### config.mk
export PLATFORM = sky130hd
export DESIGN_NAME = uart_mmio_bridge
export DESIGN_NICKNAME = d
export VERILOG_FILES = /design/src/rtl/uart_mmio_bridge_pkg.sv /design/src/rtl/uart_mmio_bridge_fifo.sv /design/src/rtl/uart_mmio_bridge.sv
export SDC_FILE = /design/constraint.sdc
export NUM_CORES = 1
export LEC_CHECK = 0
export CORE_MARGIN = 2
export CORE_UTILIZATION = 50
export CTS_CLUSTER_SIZE = 40
export DETAILED_ROUTE_END_ITERATION = 6
export DONT_BUFFER_PORTS = 1
export GPL_TIMING_DRIVEN = 1
export HOLD_SLACK_MARGIN = 0.08
export PLACE_DENSITY_LB_ADDON = 0.25
export SETUP_SLACK_MARGIN = 0.02
export SYNTH_ARGS = -nofsm -noshare
export SYNTH_HDL_FRONTEND = slang
export SYNTH_HIERARCHICAL = 1
export SYNTH_SLANG_ARGS = --single-unit
### constraint.sdc
create_clock -name clk -period 3.8 [get_ports clk]
set_clock_uncertainty 0.2 [all_clocks]
set_input_delay 0.76 -clock clk [delete_from_list [all_inputs] [get_ports clk]]
set_output_delay 0.76 -clock clk [all_outputs]
set_load 0.01 [all_outputs]
### src/rtl/uart_mmio_bridge_pkg.sv
// Shared types and register map for the memory-mapped UART bridge.
package uart_mmio_bridge_pkg;

  typedef enum logic [1:0] {
    TX_IDLE,
    TX_LAUNCH,
    TX_WAIT_START,
    TX_WAIT_DONE
  } bridge_tx_state_t;

  localparam logic [3:0] REG_TXDATA = 4'h0;
  localparam logic [3:0] REG_RXDATA = 4'h4;
  localparam logic [3:0] REG_STATUS = 4'h8;
  localparam logic [3:0] REG_CTRL   = 4'hC;

  // Word index of each register, as decoded from bus_addr[3:2].
  localparam logic [1:0] IDX_TXDATA = REG_TXDATA[3:2];
  localparam logic [1:0] IDX_RXDATA = REG_RXDATA[3:2];
  localparam logic [1:0] IDX_STATUS = REG_STATUS[3:2];
  localparam logic [1:0] IDX_CTRL   = REG_CTRL[3:2];

  localparam int ST_RX_NOT_EMPTY = 0;
  localparam int ST_RX_FULL      = 1;
  localparam int ST_TX_EMPTY     = 2;
  localparam int ST_TX_FULL      = 3;
  localparam int ST_TX_ACTIVE    = 4;
  localparam int ST_RX_OVERRUN   = 5;
  localparam int ST_PARITY_ERR   = 6;
  localparam int ST_TX_OVERFLOW  = 7;
  localparam int ST_RX_COUNT_LSB = 8;
  localparam int ST_TX_COUNT_LSB = 16;

endpackage

### src/rtl/uart_mmio_bridge_fifo.sv
// Byte FIFO with first-word fall-through head; a pop frees a slot for a same-cycle push.
module uart_byte_fifo #(
  parameter int DEPTH = 8
) (
  input  logic                     clk,
  input  logic                     rst,
  input  logic                     push,
  input  logic [7:0]               din,
  input  logic                     pop,
  input  logic                     flush,
  output logic [7:0]               dout,
  output logic                     full,
  output logic                     empty,
  output logic [$clog2(DEPTH):0]   count
);
  localparam int AW = $clog2(DEPTH);
  localparam int CW = AW + 1;

  logic [7:0]    mem [DEPTH];
  logic [AW-1:0] wr_ptr, rd_ptr;
  logic          do_push, do_pop;

  assign full    = (count == CW'(DEPTH));
  assign empty   = (count == '0);
  assign dout    = mem[rd_ptr];
  assign do_pop  = pop && !empty;
  assign do_push = push && (!full || do_pop);

  always_ff @(posedge clk) begin
    if (do_push) mem[wr_ptr] <= din;
  end

  // Pointers are AW bits wide, so they wrap modulo DEPTH on their own.
  always_ff @(posedge clk) begin
    if (rst || flush) begin
      wr_ptr <= '0;
      rd_ptr <= '0;
      count  <= '0;
    end else begin
      if (do_push) wr_ptr <= wr_ptr + 1'b1;
      if (do_pop)  rd_ptr <= rd_ptr + 1'b1;
      count <= count + CW'(do_push) - CW'(do_pop);
    end
  end
endmodule

### src/rtl/uart_mmio_bridge.sv
// MMIO front end for a full-duplex UART: RX/TX byte FIFOs, status/ctrl registers, TX launch sequencer.
module uart_mmio_bridge
  import uart_mmio_bridge_pkg::*;
#(
  parameter int DATA_WIDTH    = 32,
  parameter int FIFO_DEPTH    = 8,
  parameter int START_TIMEOUT = 16
) (
  input  logic                  clk,
  input  logic                  rst,
  input  logic [3:0]            bus_addr,
  input  logic [DATA_WIDTH-1:0] bus_wdata,
  input  logic                  bus_we,
  input  logic                  bus_re,
  output logic [DATA_WIDTH-1:0] bus_rdata,
  input  logic                  rx_valid,
  input  logic [7:0]            rx_data,
  input  logic                  rx_parity_error,
  output logic                  rx_clr,
  input  logic                  tx_busy,
  output logic                  tx_send,
  output logic [7:0]            tx_data
);
  localparam int CW = $clog2(FIFO_DEPTH) + 1;
  localparam int TW = $clog2(START_TIMEOUT + 1);

  logic          rx_pop, tx_push, ctrl_we, clr_sticky, rx_flush, tx_flush;
  logic          rx_capture, tx_pop;
  logic          rx_full, rx_empty, tx_full, tx_empty;
  logic [7:0]    rx_dout, tx_dout;
  logic [CW-1:0] rx_count, tx_count;
  logic          rx_overrun, parity_err, tx_overflow;
  logic          set_overrun, set_parity, set_overflow;
  logic [TW-1:0] wait_cnt;
  logic          start_timeout;
  bridge_tx_state_t state, next_state;
  logic          unused_bits;

  assign unused_bits = ^{bus_addr[1:0], bus_wdata[DATA_WIDTH-1:3]};

  assign rx_pop     = bus_re && (bus_addr[3:2] == IDX_RXDATA);
  assign tx_push    = bus_we && (bus_addr[3:2] == IDX_TXDATA);
  assign ctrl_we    = bus_we && (bus_addr[3:2] == IDX_CTRL);
  assign clr_sticky = ctrl_we && bus_wdata[0];
  assign rx_flush   = ctrl_we && bus_wdata[1];
  assign tx_flush   = ctrl_we && bus_wdata[2];

  // The UART flag is still high on the cycle our clear lands; skip it so one byte is captured once.
  assign rx_capture   = rx_valid && !rx_clr;
  assign set_overrun  = rx_capture && rx_full && !rx_pop && !rx_flush;
  assign set_parity   = rx_capture && rx_parity_error;
  assign set_overflow = tx_push && tx_full && !tx_pop;

  uart_byte_fifo #(.DEPTH(FIFO_DEPTH)) u_rx_fifo (
    .clk(clk), .rst(rst), .push(rx_capture), .din(rx_data), .pop(rx_pop), .flush(rx_flush),
    .dout(rx_dout), .full(rx_full), .empty(rx_empty), .count(rx_count)
  );

  uart_byte_fifo #(.DEPTH(FIFO_DEPTH)) u_tx_fifo (
    .clk(clk), .rst(rst), .push(tx_push), .din(bus_wdata[7:0]), .pop(tx_pop), .flush(tx_flush),
    .dout(tx_dout), .full(tx_full), .empty(tx_empty), .count(tx_count)
  );

  // Sticky flags: a set in the same cycle as a clear wins.
  always_ff @(posedge clk) begin
    if (rst) begin
      rx_overrun  <= 1'b0;
      parity_err  <= 1'b0;
      tx_overflow <= 1'b0;
      rx_clr      <= 1'b0;
    end else begin
      rx_overrun  <= set_overrun  || (rx_overrun  && !clr_sticky);
      parity_err  <= set_parity   || (parity_err  && !clr_sticky);
      tx_overflow <= set_overflow || (tx_overflow && !clr_sticky);
      rx_clr      <= rx_capture;
    end
  end

  always_ff @(posedge clk) begin
    if (rst) state <= TX_IDLE;
    else     state <= next_state;
  end

  assign start_timeout = (wait_cnt == TW'(START_TIMEOUT - 1));

  always_comb begin
    next_state = state;
    case (state)
      TX_IDLE:       if (!tx_empty && !tx_busy) next_state = TX_LAUNCH;
      TX_LAUNCH:     next_state = TX_WAIT_START;
      TX_WAIT_START: if (tx_busy) next_state = TX_WAIT_DONE;
                     else if (start_timeout) next_state = TX_IDLE;
      TX_WAIT_DONE:  if (!tx_busy) next_state = TX_IDLE;
      default:       next_state = TX_IDLE;
    endcase
  end

  always_comb begin
    tx_pop  = (state == TX_IDLE) && !tx_empty && !tx_busy;
    tx_send = (state == TX_LAUNCH);
  end

  always_ff @(posedge clk) begin
    if (rst || state != TX_WAIT_START) wait_cnt <= '0;
    else                               wait_cnt <= wait_cnt + 1'b1;
  end

  always_ff @(posedge clk) begin
    if (rst)         tx_data <= 8'h00;
    else if (tx_pop) tx_data <= tx_dout;
  end

  always_comb begin
    bus_rdata = '0;
    case (bus_addr[3:2])
      IDX_RXDATA: bus_rdata[7:0] = rx_empty ? 8'h00 : rx_dout;
      IDX_STATUS: begin
        bus_rdata[ST_RX_NOT_EMPTY] = !rx_empty;
        bus_rdata[ST_RX_FULL]      = rx_full;
        bus_rdata[ST_TX_EMPTY]     = tx_empty;
        bus_rdata[ST_TX_FULL]      = tx_full;
        bus_rdata[ST_TX_ACTIVE]    = (state != TX_IDLE);
        bus_rdata[ST_RX_OVERRUN]   = rx_overrun;
        bus_rdata[ST_PARITY_ERR]   = parity_err;
        bus_rdata[ST_TX_OVERFLOW]  = tx_overflow;
        bus_rdata[ST_RX_COUNT_LSB +: 8] = 8'(rx_count);
        bus_rdata[ST_TX_COUNT_LSB +: 8] = 8'(tx_count);
      end
      default: bus_rdata = '0;
    endcase
  end
endmodule

Word level (Yosys, flattened, before mapping)
Memories as Yosys holds them, arrays and structs flattened. A register that Yosys moved wholly into a read port is not among the register bits.
Cells that the tools add are included.
{"block": "totals", "wordCells": 97, "reg_bits": 31, "n_memories": 2, "inputBits": 51, "ramBits": 128}
{"block": "classes", "eq_ne": 13, "n_reduce_logical": 47, "n_addsub": 9, "mux": 14}
{"name": "u_rx_fifo.mem", "depth": 8, "width": 8, "read_ports": 1, "rd_clocked_by_memory_dff": 1, "wr": 1, "line": "uart_mmio_bridge_fifo.sv:19", "rtl": "logic [7:0] mem [DEPTH];"}
{"name": "u_tx_fifo.mem", "depth": 8, "width": 8, "read_ports": 1, "rd_clocked_by_memory_dff": 1, "wr": 1, "line": "uart_mmio_bridge_fifo.sv:19"}
{"cell": "$logic_and 1x1->1", "n": 23}
{"cell": "$pmux 8 s2", "n": 1}
{"cell": "$add 3x1->3 const B", "n": 4}
{"cell": "$mux 12", "n": 1}
{"cell": "$logic_not 1->1", "n": 10}
{"cell": "$add 4x1->4", "n": 2}
{"cell": "$eq 2x2->1 const B", "n": 4}
{"cell": "$eq 4x4->1 const B", "n": 2}
{"cell": "$logic_not 4->1", "n": 2}
{"cell": "$logic_or 1x1->1", "n": 8}
{"cell": "$mux 2", "n": 4}
{"cell": "$mux 8", "n": 1}
{"cell": "$pmux 2 s4", "n": 1}
{"cell": "$sub 4x1->4", "n": 2}
{"cell": "$mux 3", "n": 2}
{"cell": "$ne 2x2->1 const B", "n": 3}
{"cell": "$add 5x1->5 const B", "n": 1}
{"cell": "$eq 5x4->1 const B", "n": 1}
{"cell": "$eq 2x1->1 const B", "n": 2}
{"cell": "$logic_not 2->1", "n": 2}
{"cell": "$mux 1", "n": 4}
{"cell": "$ne 3x3->1 const B", "n": 1}
{"cell": "$reduce_and 3->1", "n": 1}
{"cell": "$reduce_bool 2->1", "n": 1}

Logic depth before layout (Yosys ltp)
{"block": "depth", "depth_word": 9, "ltp_mapped": 14, "ltp_nobuf": 14}

Modules after synthesis
Netlist, hierarchy kept.
{"module": "uart_byte_fifo", "instances": 2, "cells_each": 177, "seq_area_each_um2": 2182.1, "area_per_inst_um2": 3186.8}
{"module": "uart_mmio_bridge", "instances": 1, "cells_each": 134, "seq_area_each_um2": 380.4, "area_per_inst_um2": 1093.5}

Least setup slack after synthesis
Ideal clock, no wire load.
{"block": "synth_path", "kind": "register -> register", "startpoint": "reg u_tx_fifo.count[2]", "endpoint": "mem u_tx_fifo.mem[0][0], enable pin", "n_path_buf": 0, "arrival_ns": 2.528, "stages_incl_launch_ff": 10, "slack_ns": 0.677, "cell_sequence": "dfxtp_1 inv_1 ha_1 or3b_2 inv_1 or4_4 clkinv_4 nor2b_1 o21ai_0 nor4_1"}
{"block": "synth_via", "elab_chain_cells": 9, "word_cells_on_any_way": 11}
{"element": "start, declared", "line": "uart_mmio_bridge_fifo.sv:14", "rtl": "output logic [$clog2(DEPTH):0] count"}
{"element": "start signal, assigned", "line": "uart_mmio_bridge_fifo.sv:42", "rtl": "count <= count + CW'(do_push) - CW'(do_pop);"}
{"element": "$logic_not 4->1", "line": "uart_mmio_bridge_fifo.sv:24", "rtl": "assign empty = (count == '0);"}
{"element": "via tx_empty", "line": "uart_mmio_bridge.sv:29", "rtl": "logic rx_full, rx_empty, tx_full, tx_empty;"}
{"element": "$logic_not 1->1", "line": "uart_mmio_bridge.sv:99", "rtl": "tx_pop = (state == TX_IDLE) && !tx_empty && !tx_busy;"}
{"element": "$logic_and 1x1->1 (2 in a row)", "line": "uart_mmio_bridge.sv:99"}
{"element": "via tx_pop", "line": "uart_mmio_bridge.sv:28", "rtl": "logic rx_capture, tx_pop;"}
{"element": "$logic_and 1x1->1", "line": "uart_mmio_bridge_fifo.sv:26", "rtl": "assign do_pop = pop && !empty;"}
{"element": "$logic_or 1x1->1", "line": "uart_mmio_bridge_fifo.sv:27", "rtl": "assign do_push = push && (!full || do_pop);"}
{"element": "$logic_and 1x1->1", "line": "uart_mmio_bridge_fifo.sv:27"}
{"element": "$mux 1", "line": "uart_mmio_bridge_fifo.sv:30", "rtl": "if (do_push) mem[wr_ptr] <= din;"}
{"element": "$mux 1 (implied by the code)", "line": "uart_mmio_bridge_fifo.sv:30"}
{"element": "end, declared", "line": "uart_mmio_bridge_fifo.sv:19"}
The timed path passes the listed nets, and every way through them passes these cells.

Worst setup path in the final report
{"block": "layout_path", "startpoint": "reg u_tx_fifo.count[2]", "endpoint": "reg u_tx_fifo.count[2]"}
{"block": "layout_via", "elab_chain_cells": 9, "word_cells_on_any_way": 11}
{"element": "$logic_not 4->1 *", "line": "uart_mmio_bridge_fifo.sv:24"}
{"element": "via tx_empty", "line": "uart_mmio_bridge.sv:29"}
{"element": "$logic_not 1->1 *", "line": "uart_mmio_bridge.sv:99"}
{"element": "$logic_and 1x1->1 * (2 in a row)", "line": "uart_mmio_bridge.sv:99"}
{"element": "via tx_pop", "line": "uart_mmio_bridge.sv:28"}
{"element": "$logic_and 1x1->1 *", "line": "uart_mmio_bridge_fifo.sv:26"}
{"element": "$logic_or 1x1->1", "line": "uart_mmio_bridge_fifo.sv:27"}
{"element": "$logic_and 1x1->1", "line": "uart_mmio_bridge_fifo.sv:27"}
{"element": "$add 4x1->4", "line": "uart_mmio_bridge_fifo.sv:42"}
{"element": "$sub 4x1->4 *", "line": "uart_mmio_bridge_fifo.sv:42"}
Mark *: on every way through the listed nets, which the timed path passes. The rest lies on a longest branch.
A chain may end at the register's enable or synchronous reset.

==> results.txt <==
PortBufs: 0
Worst-case headroom to the max-slew limit: 37.5%
Power per cell area: 573 nW/um^2
Worst r2r src: u_tx_fifo/count[2]$_SDFF_PP0_
Max Fclk: 0.295 GHz
Placer congestion estimate: 0.843
Period Utilization, post-route: 89.2%
Leakage: 2.87 nW
Gate count after technology mapping: 488
Routed len/inst: 19.5 um
Initial Util: 51.2%
Die Area: 15900 um^2
Design area: 8280 um^2
Worst Setup SP: u_tx_fifo/count[2]$_SDFF_PP0_
Hold-fix buffers at CTS: 0
Gr usage total: 18.3%
Row Count: 44
Critical path class: flip-flop to flip-flop
Hold_ws: 0.200 ns
DRT Wirelength: 13800 um
Netlist Area Pre-Place: 7470 um^2
Die height: 126 um
Cell Area, Placed: 7660 um^2
Synth top area share: 51.5%
Setup total negative slack: 0 ns
Final net count: 582
Number of global-route vias before repair: 3981
Critical path data required time: 3.92 ns
Number of gates resized after cts: 0
Number of synthesized flops with an enable pin: 128
Fraction of registers with async set/reset: 0%
First-pass DRT Iterations: 5
Fin worst setup slack: 0.411 ns
Worst flop-to-flop path endpoint: u_tx_fifo/count[2]$_SDFF_PP0_
Critical path endpoint category: flip-flop
Final Power: 0.00475 W
CTS sink count: 173
First-pass GRT wire length: 21500 um
Area leader, netlist: edfxtp_1
Worst ir drop on vdd: 0.381 mV
Largest stage delay, worst path: 0.56 ns
Top_reg_cell synth: edfxtp_1
Ant diodes: 0
Reg2reg setup slack: 0.41 ns
Crit path to: u_tx_fifo/count[2]$_SDFF_PP0_
Fin. Hold Viols: 0
Number of max-cap violations: 0
Crit path max fanout: 12
H-tree levels: 4
Top-Level Pins: 93
Yosys cell types: 49
First DRT Iteration DRCs: 274
Core box area: 14600 um^2
Grt met3 use: 7.65%
Die width: 126 um
TritonCTS Buffers: 17
DRC viols: 0
Pin count of the biggest net entering global routing: 25
Hold crit path type: input port to flip-flop
Syn Area/Cell: 15.3 um^2
Root buffer cell: clkbuf_16
Worst EP arrival: 3.51 ns
Initial antenna violation count: 0
Share of post-route cells with drive strength above 1: 14.9%
Critical path, cell by cell: inv_1, ha_1, or3b_2, inv_1, or4_4, clkinv_4, inv_1, or3_1, nand2_1, ha_1, inv_1, fa_1, xor2_1, nor2_1
Place WS: 0.440 ns
Cell mode on critical path: inv_1
Cell depth of the worst flop-to-flop path: 14
Antenna-violating nets left: 0
Min cycle time layout: 3.39 ns
Clk_lat worst skew: 0.43 ns
Status: complete, no violations
Crit-path slowest cell: or4_4
Hpwl dp: 9200 um
Worst setup SP type: flip-flop
Area Overhead vs Synth: 10.9%
Busiest layer in global routing: met2
Final max-slew violation count: 0
Total grt overflow: 0
Synth top area cells: edfxtp_1 51%, dfxtp_1 12%, mux4_1 11%
RSZ-0062 raised after global routing: no
Post-CTS Setup Inserts: 0
Via count: 3995
# setup viols final: 0
Vias per inst: 5.66
Max clock buf depth: 2
TritonCTS clock tree: built
Met1 global-route usage: 22.8%
Seq/Total Area, Yosys: 63.5%
Synth Register Bits: 173
Worst-Margin Slew: 0.937 ns
Synth warnings: 6
Reg clk slew, reported paths: 0.06 ns
Met2 usage: 28.7%
Filler Cells Inserted: 1112
## logic make-up (layout without fill, tap and decap cells)
kind of cell    count (synthesis)  in the layout  synth area share, %
mux                            56             56                 14.6
compound gates                 52             52                 4.22
other cells                     1             16               0.0502
flops                         173            173                 63.5
buf+inv                        55             74                 4.41
fa+ha+maj                      22             22                 3.89
xor+xnor                        4              4                0.469
simple gates                  125            125                 8.78
## per-stage QoR
step	instances	utilization, %
floorplan	503	-
finish	706	56.8
CTS	706	56.8
global placement	674	52.5
global route	706	56.8
detailed placement	674	52.5
## placed cells by master (no fill, tap or decap), types with 3 or more instances in the layout
master,count
xor2_1,3
nand3_1,4
bufinv_16,4
a21oi_1,22
dfxtp_1,45
nor2_1,18
nand2b_1,7
edfxtp_1,128
buf_4,19
clkinvlp_4,3
nand2_1,37
clkbuf_16,17
clkinv_4,4
or3b_2,4
and2_1,12
o21ai_0,8
mux2_2,16
o211ai_1,4
a22oi_1,6
ha_1,20
conb_1,16
clkinv_1,3
nor2b_1,10
mux4_1,30
nor3_1,8
or3_1,10
mux2i_1,8
and3_1,3
inv_1,22
## report_power, final
part	switching [W]	internal, W	total [W]
clock	0.000717	0.00110	0.00181
combinational	0.000386	0.000309	0.000695
sequential	0.000100	0.00214	0.00224
total	0.00120	0.00354	0.00475
## layer usage
metal | wire length (um) | part of all wire, %
met4 | 225 | 1.6
met3 | 1200 | 8.7
met2 | 6620 | 48
met5 | 0 | 0
met1 | 5730 | 42
## flip-flops by register name, summed over array words and instances (netlist names), named ones only
name              flops
u_rx_fifo/mem        64
u_tx_fifo/mem        64
u_rx_fifo/wr_ptr      3
u_rx_fifo/count       4
parity_err            1
tx_overflow           1
u_tx_fifo/rd_ptr      3
state                 2
rx_overrun            1
u_rx_fifo/rd_ptr      3
u_tx_fifo/count       4
u_tx_fifo/wr_ptr      3
wait_cnt              5
tx_data               8
rx_clr                1
## cell usage after synthesis, types with 3 or more instances
| master | instances |
|---|---|
| mux2_2 | 16 |
| o211ai_1 | 4 |
| edfxtp_1 | 128 |
| ha_1 | 20 |
| xor2_1 | 3 |
| nand2b_1 | 7 |
| mux2i_1 | 8 |
| buf_4 | 16 |
| inv_1 | 22 |
| nand3_1 | 4 |
| or3b_2 | 4 |
| clkbuf_1 | 7 |
| dfxtp_1 | 45 |
| and2_1 | 12 |
| nand2_1 | 37 |
| buf_6 | 3 |
| nor3_1 | 8 |
| nor2b_1 | 10 |
| and3_1 | 3 |
| mux4_1 | 30 |
| or3_1 | 10 |
| a22oi_1 | 6 |
| o21ai_0 | 8 |
| nor2_1 | 18 |
| a21oi_1 | 22 |
## layout make-up
type	count	area (um^2)	share of cell area, %
clock buffer	17	425	5.14
clock inverter	15	196	2.37
inverter	23	91.3	1.10
multi-input combinational	275	2450	29.6
sequential	173	4740	57.3
tap	184	230	2.78
timing repair buffer	19	143	1.72
## worst max-delay path: cells and delay by family (launching register included)
| kind | cells | cell delay, ns |
|---|---|---|
| adder cells (fa/ha/maj) | 3 | 0.78 |
| AND/OR/NAND/NOR | 5 | 1.32 |
| buffers and inverters | 5 | 0.50 |
| XOR/XNOR | 1 | 0.16 |
| flip-flops | 1 | 0.32 |
## worst min-delay path by stage
stage	depth (start not counted)	slack, ns	start	to
after global routing	1	0.18	rst	state[0]$_SDFFE_PP0P_
after CTS	1	0.17	rst	state[0]$_SDFFE_PP0P_
after detailed placement	1	0.24	wait_cnt[0]$_SDFF_PP0_	wait_cnt[0]$_SDFF_PP0_
after global placement	1	0.23	wait_cnt[0]$_SDFF_PP0_	wait_cnt[0]$_SDFF_PP0_
after floorplan	1	0.22	wait_cnt[0]$_SDFF_PP0_	wait_cnt[0]$_SDFF_PP0_
final	1	0.20	rst	state[0]$_SDFFE_PP0P_
(Power assumes the default switching activity.)
